==> src/rtl/mips_mem_pkg.sv <==
// Shared types and defaults for the unified IF/DM memory arbiter of the MIPS core.
package mips_mem_pkg;

   localparam int ADDR_W_DEF     = 10;
   localparam int DATA_W_DEF     = 32;
   localparam int STREAK_MAX_DEF = 4;

   localparam logic [1:0] ST_RUN    = 2'd0;
   localparam logic [1:0] ST_DRAIN  = 2'd1;
   localparam logic [1:0] ST_HALTED = 2'd2;

   typedef enum logic [1:0] {
      RUN    = ST_RUN,
      DRAIN  = ST_DRAIN,
      HALTED = ST_HALTED
   } arb_state_t;

   typedef enum logic [1:0] {
      NONE = 2'd0,
      IF   = 2'd1,
      DM   = 2'd2
   } owner_t;

   // Any set bit above the RAM index field puts the word outside the array.
   function automatic logic addr_oob(input logic [31:0] addr, input int aw);
      return (addr >> aw) != 32'd0;
   endfunction

endpackage

==> src/rtl/mips_arb_priority.sv <==
// Grant select between fetch and data requesters with an anti-starvation streak counter.
module mips_arb_priority #(
   parameter int STREAK_MAX = 4
) (
   input  logic clk1,
   input  logic rst_n,
   input  logic if_req,
   input  logic dm_req,
   input  logic if_allow,
   input  logic dm_allow,
   output logic if_gnt,
   output logic dm_gnt
);

   logic [3:0] streak;
   logic       streak_full;

   assign streak_full = (streak == 4'(STREAK_MAX));

   // DM normally wins; once IF has watched STREAK_MAX DM grants in a row it gets the slot.
   always_comb begin
      if_gnt = if_allow && if_req && (!dm_req || streak_full);
      dm_gnt = dm_allow && dm_req && !if_gnt;
   end

   always_ff @(posedge clk1 or negedge rst_n) begin
      if (!rst_n) begin
         streak <= 4'd0;
      end else if (!if_req || if_gnt) begin
         streak <= 4'd0;
      end else if (dm_gnt && !streak_full) begin
         streak <= streak + 4'd1;
      end
   end

endmodule

==> src/rtl/mips_mem_arbiter.sv <==
// Shares one synchronous RAM port between instruction fetch and load/store, routes
// read returns to their owner and drains cleanly to a stop after HLT.
module mips_mem_arbiter
   import mips_mem_pkg::*;
#(
   parameter int ADDR_W     = ADDR_W_DEF,
   parameter int DATA_W     = DATA_W_DEF,
   parameter int STREAK_MAX = STREAK_MAX_DEF
) (
   input  logic              clk1,
   input  logic              rst_n,
   input  logic              if_req,
   input  logic [31:0]       if_addr,
   output logic              if_gnt,
   output logic              if_rvalid,
   output logic [DATA_W-1:0] if_rdata,
   input  logic              dm_req,
   input  logic              dm_we,
   input  logic [31:0]       dm_addr,
   input  logic [DATA_W-1:0] dm_wdata,
   output logic              dm_gnt,
   output logic              dm_rvalid,
   output logic [DATA_W-1:0] dm_rdata,
   input  logic              halt,
   output logic              halted,
   output logic              err_oob,
   output logic              mem_en,
   output logic              mem_we,
   output logic [ADDR_W-1:0] mem_addr,
   output logic [DATA_W-1:0] mem_wdata,
   input  logic [DATA_W-1:0] mem_rdata,
   output arb_state_t        dbg_state
);

   // Handshake: a requester holds req and its payload stable until it sees gnt in the
   // same cycle; a granted read returns exactly one cycle later as a one-cycle rvalid.

   arb_state_t        state_q, state_d;
   owner_t            owner_q, owner_d;
   logic              ret_oob_q;
   logic              if_allow, dm_allow;
   logic              if_oob, dm_oob, grant_oob;
   logic [DATA_W-1:0] ret_data;
   logic [DATA_W-1:0] if_rdata_q, dm_rdata_q;

   // Gating by rst_n keeps grants low for the whole time reset is asserted.
   assign if_allow = rst_n && (state_q == RUN) && !halt;
   assign dm_allow = rst_n && (state_q != HALTED);

   mips_arb_priority #(.STREAK_MAX(STREAK_MAX)) u_prio (
      .clk1     (clk1),
      .rst_n    (rst_n),
      .if_req   (if_req),
      .dm_req   (dm_req),
      .if_allow (if_allow),
      .dm_allow (dm_allow),
      .if_gnt   (if_gnt),
      .dm_gnt   (dm_gnt)
   );

   assign if_oob    = addr_oob(if_addr, ADDR_W);
   assign dm_oob    = addr_oob(dm_addr, ADDR_W);
   assign grant_oob = (if_gnt && if_oob) || (dm_gnt && dm_oob);

   always_comb begin
      mem_en    = 1'b0;
      mem_we    = 1'b0;
      mem_addr  = '0;
      mem_wdata = '0;
      if (if_gnt) begin
         mem_en   = !if_oob;
         mem_addr = if_addr[ADDR_W-1:0];
      end else if (dm_gnt) begin
         mem_en    = !dm_oob;
         mem_we    = dm_we && !dm_oob;
         mem_addr  = dm_addr[ADDR_W-1:0];
         mem_wdata = dm_wdata;
      end
   end

   always_comb begin
      owner_d = NONE;
      if (if_gnt) begin
         owner_d = IF;
      end else if (dm_gnt && !dm_we) begin
         owner_d = DM;
      end
   end

   always_comb begin
      state_d = state_q;
      case (state_q)
         RUN:     if (halt) state_d = DRAIN;
         DRAIN:   if (!dm_req && (owner_q == NONE)) state_d = HALTED;
         HALTED:  state_d = HALTED;
         default: state_d = RUN;
      endcase
   end

   assign ret_data  = ret_oob_q ? '0 : mem_rdata;
   assign if_rvalid = (owner_q == IF);
   assign dm_rvalid = (owner_q == DM);
   // During the pulse the RAM word passes straight through; afterwards the captured copy holds.
   assign if_rdata  = if_rvalid ? ret_data : if_rdata_q;
   assign dm_rdata  = dm_rvalid ? ret_data : dm_rdata_q;
   assign halted    = (state_q == HALTED);
   assign dbg_state = state_q;

   always_ff @(posedge clk1 or negedge rst_n) begin
      if (!rst_n) begin
         state_q    <= RUN;
         owner_q    <= NONE;
         ret_oob_q  <= 1'b0;
         err_oob    <= 1'b0;
         if_rdata_q <= '0;
         dm_rdata_q <= '0;
      end else begin
         state_q   <= state_d;
         owner_q   <= owner_d;
         ret_oob_q <= grant_oob;
         err_oob   <= err_oob || grant_oob;
         if (if_rvalid) if_rdata_q <= ret_data;
         if (dm_rvalid) dm_rdata_q <= ret_data;
      end
   end

endmodule

==> config.mk <==
export PLATFORM = sky130hd
export DESIGN_NAME = mips_mem_arbiter
export DESIGN_NICKNAME = d
export VERILOG_FILES = /design/src/rtl/mips_mem_pkg.sv /design/src/rtl/mips_arb_priority.sv /design/src/rtl/mips_mem_arbiter.sv
export SDC_FILE = /design/constraint.sdc
export NUM_CORES = 1
export LEC_CHECK = 0
export CORE_UTILIZATION = 38
export CTS_CLUSTER_SIZE = 30
export DETAILED_ROUTE_END_ITERATION = 10
export HOLD_SLACK_MARGIN = 0.1
export PLACE_DENSITY = 0.89
export SLEW_MARGIN = 5
export SYNTH_ARGS = -nofsm -noshare
export SYNTH_HDL_FRONTEND = slang
export SYNTH_SLANG_ARGS = --single-unit
==> constraint.sdc <==
create_clock -name clk1 -period 2.75 [get_ports clk1]
set_input_delay 0.55 -clock clk1 [delete_from_list [all_inputs] [get_ports clk1]]
set_output_delay 0.55 -clock clk1 [all_outputs]
set_load 0.01 [all_outputs]
==> results.toml, run 1 <==
[outcome]
run_status = "finished with violations"
failed_checks = "negative setup slack"

[timing]
fmax_mhz = 363.1
max_slew_margin_pct = 46.53
min_period_ns = 2.754
tightest_slew_ns = 0.8020
setup_viol = 2
setup_slack_ns = -0.003952
finalCritPeriodShare_pct = 100.1
hold_viol_final = 0
rsz0062_at_grt = "true"
skew_ns = 0.01002
fin_setup_tns_ns = -0.004263
drv_slew = 0

[power_and_ir_drop]
p_leak_uw = 0.003028
switchingPower_uw = 1847
power.total_uw = 5451
ir_worst_vdd_v = 0.0003111
clock_power_share_pct = 15.5
p_comb_share_pct = 52.7
pwr-share-seq_pct = 31.9
p_per_area_nw_per_um2 = 826.7
p_int_uw = 3603
swShare_pct = 33.89

[yosys]
ys_seq_area_share_pct = 53.56
synth_top_family_by_area = "simple AND/OR/NAND/NOR gates"
synthCells = 361
synth_commonest_cells = "74 x dfrtp_1, 65 x nand2_1, 64 x o21ai_0, 35 x nand2b_1, 32 x and2_1"
async_flop_share_pct = 100.0
synthSimpleGateAreaFrac_pct = 25.33
synthMostInstantiatedCell = "dfrtp_1"
postSynthAreaPerCell_um2 = 9.576
synth_area_leader_cell = "dfrtp_1"
yosysWarnings = 0
synth_fa_ha_area_share_pct = 2.172
synth_top_area_share_pct = 53.56
syn_area_um2 = 3457
synth_cell_types = 33
synth_xor_area_share_pct = 0.7600
synth-edff-count = 0
synth_compound_area_share_pct = 13.90
synth_seq_cells = 74
synth_area_leaders = "dfrtp_1 54%, o21ai_0 9.3%, nand2_1 7.1%"
synth_flop_cell = "dfrtp_1"
synth.mux.area_fraction_pct = 0.6515
synth_fp_nets = 501

[floorplanning]
rows = 34
die_w_um = 97.38
top_level_ports = 250
dieArea_um2 = 9483
core_area_um2 = 8763
start_util_pct = 39.45
dieHeight_um = 97.38

[global_routing]
grt_pass1_vias = 3853
grt_use_total_pct = 26.84
grt_pass1_wl_um = 19820
grt_start_max_net_pins = 66
antenna_found_initial = 0
grt_overflow = 0

[worst_setup_path]
worst_r2r_path_depth = 17
r2r_slack_ns = -0.004
startpoint = "dbg_state[1]"
crit_path_end_kind = "flop"
reg2reg_to = "u_prio.streak[3]"
cp.required_ns = 2.97
worstReg2RegStart = "dbg_state[1]"
startpoint_type = "flop"
cp_max_fo = 3
crit_type = "flop to flop"
crit_path_end = "u_prio.streak[3]"
worstPathArrival_ns = 2.97

[drt]
wl_per_cell_um = 17.06
drcViolationCount = 0
detail-route-antenna-nets = 0
via_per_inst = 4.954
routed_wl_um = 12910
vias = 3750
drt_first_iter_violations = 123
drtPass1Iterations = 4

[clocking]
clock_latency_ns = 0.34
cts_made_buffers = 9
clock_sinks = 74
cts_max_path_buffers = 2
cts_tree = "yes"
htree_num_levels = 3
clk_pin_slew_worst_paths_ns = 0.08
cts_root_buf = "clkbuf_8"

[cells_and_area]
diodes = 0
final_util_pct = 75.24
drive_above_1_share_pct = 19.26
stdcell_area_um2 = 6594
synthToLayoutAreaGrowth_pct = 90.73
nNetsFinal = 784

[hold_path]
hold_path.class = "input port to async pin"

[place]
dp_slack_ns = -0.4021
gp_congestion = 0.8611
portBuffers = 249
dp_hpwl_um = 9719
place_area_um2 = 6132

[flow_run]
drv_cap = 0
## metrics by stage
stage | std cells | hold WS, ns
finish | 757 | 0.1738
global route | 757 | 0.1788
CTS | 751 | 0.1712
detailed placement | 712 | 0.4786
global placement | 712 | 0.4724
floorplan | 361 | 0.2544
## per-layer routing
metal,wire [µm],global-route usage (%)
met5,0,0
met4,528,12.44
met3,871,7.050
met2,6969,49.81
met1,4542,27.96
## sequential cells by signal (all words and copies together) (netlist names)
signal and flops:
err_oob 1, dm_rdata_q 32, dbg_state 2, owner_q 2, if_rdata_q 32, ret_oob_q 1
u_prio.streak 4
## critical path, cell delays in order (launching register included)
cell and delay [ns]:
dfrtp_2 0.44, ha_4 0.18, nand3b_1 0.19, buf_4 0.16
buf_4 0.12, buf_4 0.12, buf_4 0.12, buf_4 0.12
buf_4 0.12, buf_4 0.12, buf_4 0.12, buf_4 0.13
buf_4 0.13, buf_4 0.12, buf_4 0.14, nor3_4 0.11
xnor2_1 0.14, nor2_1 0.07
## power by group through the flow
stage               registers (µW)  logic (µW)  clock network [µW]
global route                  1790        3090                 907
floorplan                     1720        1030                   0
detailed placement            1770        2640                   0
CTS                           1740        2770                 862
finish                        1740        2870                 843
global placement              1720        2560                   0
## logic make-up after synthesis
logic type	Yosys count
buf+inv	32
flops	74
fa+ha+maj	6
mux	2
xor+xnor	3
compound gates	82
simple gates	162
## worst min-delay path by stage
| stage | start | depth (start not counted) | slack, ns | endpoint |
|---|---|---|---|---|
| floorplan | rst_n | 0 | 0.25 | dbg_state[0] |
| global placement | dm_rdata_q[0] | 2 | 0.47 | dm_rdata_q[0] |
| detailed placement | err_oob | 2 | 0.48 | err_oob |
| CTS | rst_n | 2 | 0.17 | u_prio.streak[0] |
| global route | rst_n | 2 | 0.18 | owner_q[0] |
| finish | rst_n | 2 | 0.17 | dbg_state[0] |
## repair_timing
| action | CTS | global route |
|---|---|---|
| cloned | 3 | 0 |
| setup endpoints to repair | 46 | 39 |
| hold buffers | 0 | 0 |
| buffers inserted | 20 | 7 |
| gates resized for setup | 100 | 93 |
| pin swaps | 8 | 7 |
## cell usage in the layout, fill, tap and decap left out, types with 3 or more instances in the layout
cell | synthesis | layout
dlygate4sd2_1 | 0 | 5
o21ai_1 | 0 | 3
inv_2 | 0 | 3
and2_1 | 32 | 21
nand2_1 | 65 | 65
clkdlybuf4s15_1 | 0 | 11
buf_6 | 0 | 18
and2_4 | 0 | 11
a22o_1 | 10 | 10
clkbuf_2 | 0 | 19
clkdlybuf4s50_1 | 0 | 198
buf_4 | 0 | 38
nand4_1 | 3 | 3
dfrtp_1 | 74 | 73
o21ai_0 | 64 | 61
ha_1 | 6 | 4
nor2_1 | 6 | 5
nand2b_1 | 35 | 33
clkbuf_8 | 0 | 9
inv_1 | 10 | 7
nor4_1 | 8 | 8
## area by class of cell
cell class	instances	area, µm²
clock inverters	7	75.07
inverters	10	37.54
fillers	616	2170
multi-input cells	255	1550
well taps	108	135.1
clock buffers	9	123.9
repair buffers	294	2819
flip-flops and latches	74	1853
Power figures use the tool's default switching activity.
==> run 2, diff against run 1 <==
--- a/config.mk
+++ b/config.mk
@@ -10,6 +10,7 @@
 export DETAILED_ROUTE_END_ITERATION = 10
 export HOLD_SLACK_MARGIN = 0.1
 export PLACE_DENSITY = 0.89
+export REMOVE_ABC_BUFFERS = 1
 export SLEW_MARGIN = 5
 export SYNTH_ARGS = -nofsm -noshare
 export SYNTH_HDL_FRONTEND = slang
==> run 2 against run 1 <==
The run now ends clean. Design area down 0.34%. Die area unchanged. Clock power up 35%. Via count up 0.48%. Maximum frequency up 1.9%. Cell count down 2.1%. Power up 3.8%. First-iteration DRC count up 29%. Clock skew down 0.0012 ns. Routed wire length up 3.1%. Register-to-register slack better by 1.0 ns. Setup slack better by 0.052 ns.
==> results.toml, run 2 (synthesis gave the netlist of run 1 again) <==
[worst_setup_path]
crit_path_max_incr_delay_ns = 0.53
crit_type = "input port to primary output"
worstReg2RegStart = "dbg_state[0]"
worstPathArrival_ns = 2.15
cp_num_buf_inv = 3
startpoint_type = "input port"
crit_slowest_cell = "or4_4"
crit_chain = "clkdlybuf4s50_1 > or4_4 > nor4_4 > buf_4 > a22o_2 > buf_6"
startpoint = "dm_addr[17]"
cp.required_ns = 2.20
critical_path.top_delay_family = "simple AND/OR/NAND/NOR gates"
crit_path_end_kind = "primary output"
cp_max_fo = 2

[timing]
finalCritPeriodShare_pct = 98.25
hold_viol_final = 0
setup_viol = 0
fin_setup_tns_ns = 0
skew_ns = 0.008826
tightest_slew_ns = 0.9296
drv_slew = 0
max_slew_margin_pct = 38.02
min_period_ns = 2.702
fmax_mhz = 370.1
rsz0062_at_grt = "true"

[clocking]
cts_max_path_buffers = 2
cts_tree = "yes"
clk_pin_slew_worst_paths_ns = 0.08
cts-hold-fix-buffers = 0
htree_num_levels = 3
clock_sinks = 74
cts_root_buf = "clkbuf_8"
clock_latency_ns = 0.34
cts_made_buffers = 9

[power_and_ir_drop]
ir_worst_vdd_v = 0.0003437
p_leak_uw = 0.003087
p_per_area_nw_per_um2 = 860.9
power.total_uw = 5658

[cells_and_area]
stdcell_area_um2 = 6571
drive_above_1_share_pct = 14.85
diodes = 0
fin_cells = 741
final_common_cell = "clkdlybuf4s50_1"
nNetsFinal = 768
synthToLayoutAreaGrowth_pct = 90.08
num-fill-cells = 609
largestRegisters = "dm_rdata_q (32), if_rdata_q (32), u_prio.streak (4)"
mostFrequentLayoutCells = "195 x clkdlybuf4s50_1, 73 x dfrtp_1, 64 x nand2_1"

[place]
dpl.cell_count = 712
place_area_um2 = 6182
dp_hpwl_um = 10270
portBuffers = 249
gp_congestion = 0.8912

[floorplanning]
dieArea_um2 = 9483
top_level_ports = 250
core_area_um2 = 8763
rows = 34
die_w_um = 97.38
start_util_pct = 39.45
dieHeight_um = 97.38

[global_routing]
grt_pass1_vias = 3922
grt_start_max_net_pins = 76
grt_pass1_wl_um = 20400
grt_use_total_pct = 28.11
antenna_found_initial = 0
grt_overflow = 0

[flow_run]
drv_cap = 0

[drt]
vias = 3768
drtPass1Iterations = 4
routed_wl_um = 13310
drt_first_iter_violations = 159
wl_per_cell_um = 17.97
detail-route-antenna-nets = 0
drcViolationCount = 0
via_per_inst = 5.085

[outcome]
run_status = "finished clean"

[hold_path]
hold_path.class = "input port to async pin"
run 2: metal layers:
metal,share of wire (%),global-route usage (%)
met5,0,0
met4,4.5,13.35
met3,7.3,7.122
met2,52,50.03
met1,36,31.21
run 2: worst register-to-register path: cells and delay by family, from the launching register on:
family | cells | cell delay, ns
buffers and inverters | 5 | 0.54
DFF | 1 | 0.39
AOI/OAI and AO/OA | 2 | 0.37
adders and majority gates | 1 | 0.20
and+or+nand+nor | 1 | 0.13
run 2: what timing repair did:
action	CTS	global route
resized for setup	71	79
gates cloned	1	0
pin swaps	8	3
setup buffers	6	6
endpoints found under the setup margin	46	74
run 2: cell type report:
| type | instances | area (µm²) | share of cell area, % |
|---|---|---|---|
| Tap cell | 108 | 135.1 | 2.056 |
| Clock buffer | 9 | 123.9 | 1.885 |
| Inverter | 10 | 37.54 | 0.5712 |
| Sequential cell | 74 | 1853 | 28.20 |
| Clock inverter | 7 | 148.9 | 2.266 |
| Timing Repair Buffer | 278 | 2706 | 41.18 |
| Multi-Input combinational cell | 255 | 1567 | 23.84 |
run 2: final timing paths:
path | depth (start not counted) | slack (ns) | end
hold reg to reg | 2 | 0.48 | err_oob
max in group asynchronous | 2 | 1.65 | dbg_state[1]
hold / removal | 2 | 0.48 | if_rdata_q[28]
setup / recovery | 6 | 0.05 | mem_en
setup reg to reg | 9 | 1.02 | err_oob
min in group clk1 | 2 | 0.48 | err_oob
run 2: per-stage QoR:
stage | util, % | setup slack (ns) | hold slack, ns
floorplan | - | 0.3248 | 0.2544
global placement | 70.55 | -0.3504 | 0.4592
detailed placement | 70.55 | -0.3780 | 0.4708
CTS | 74.57 | -0.01918 | 0.4905
global route | 74.99 | -0.02123 | 0.5316
finish | 74.99 | 0.04826 | 0.4798
run 2: power breakdown:
group          switching, µW  leakage, µW  internal (µW)  total (µW)
clock network            430     0.000136            706        1140
registers                160     0.000909           1580        1740
logic                   1270      0.00204           1510        2780
total                   1860      0.00309           3800        5660
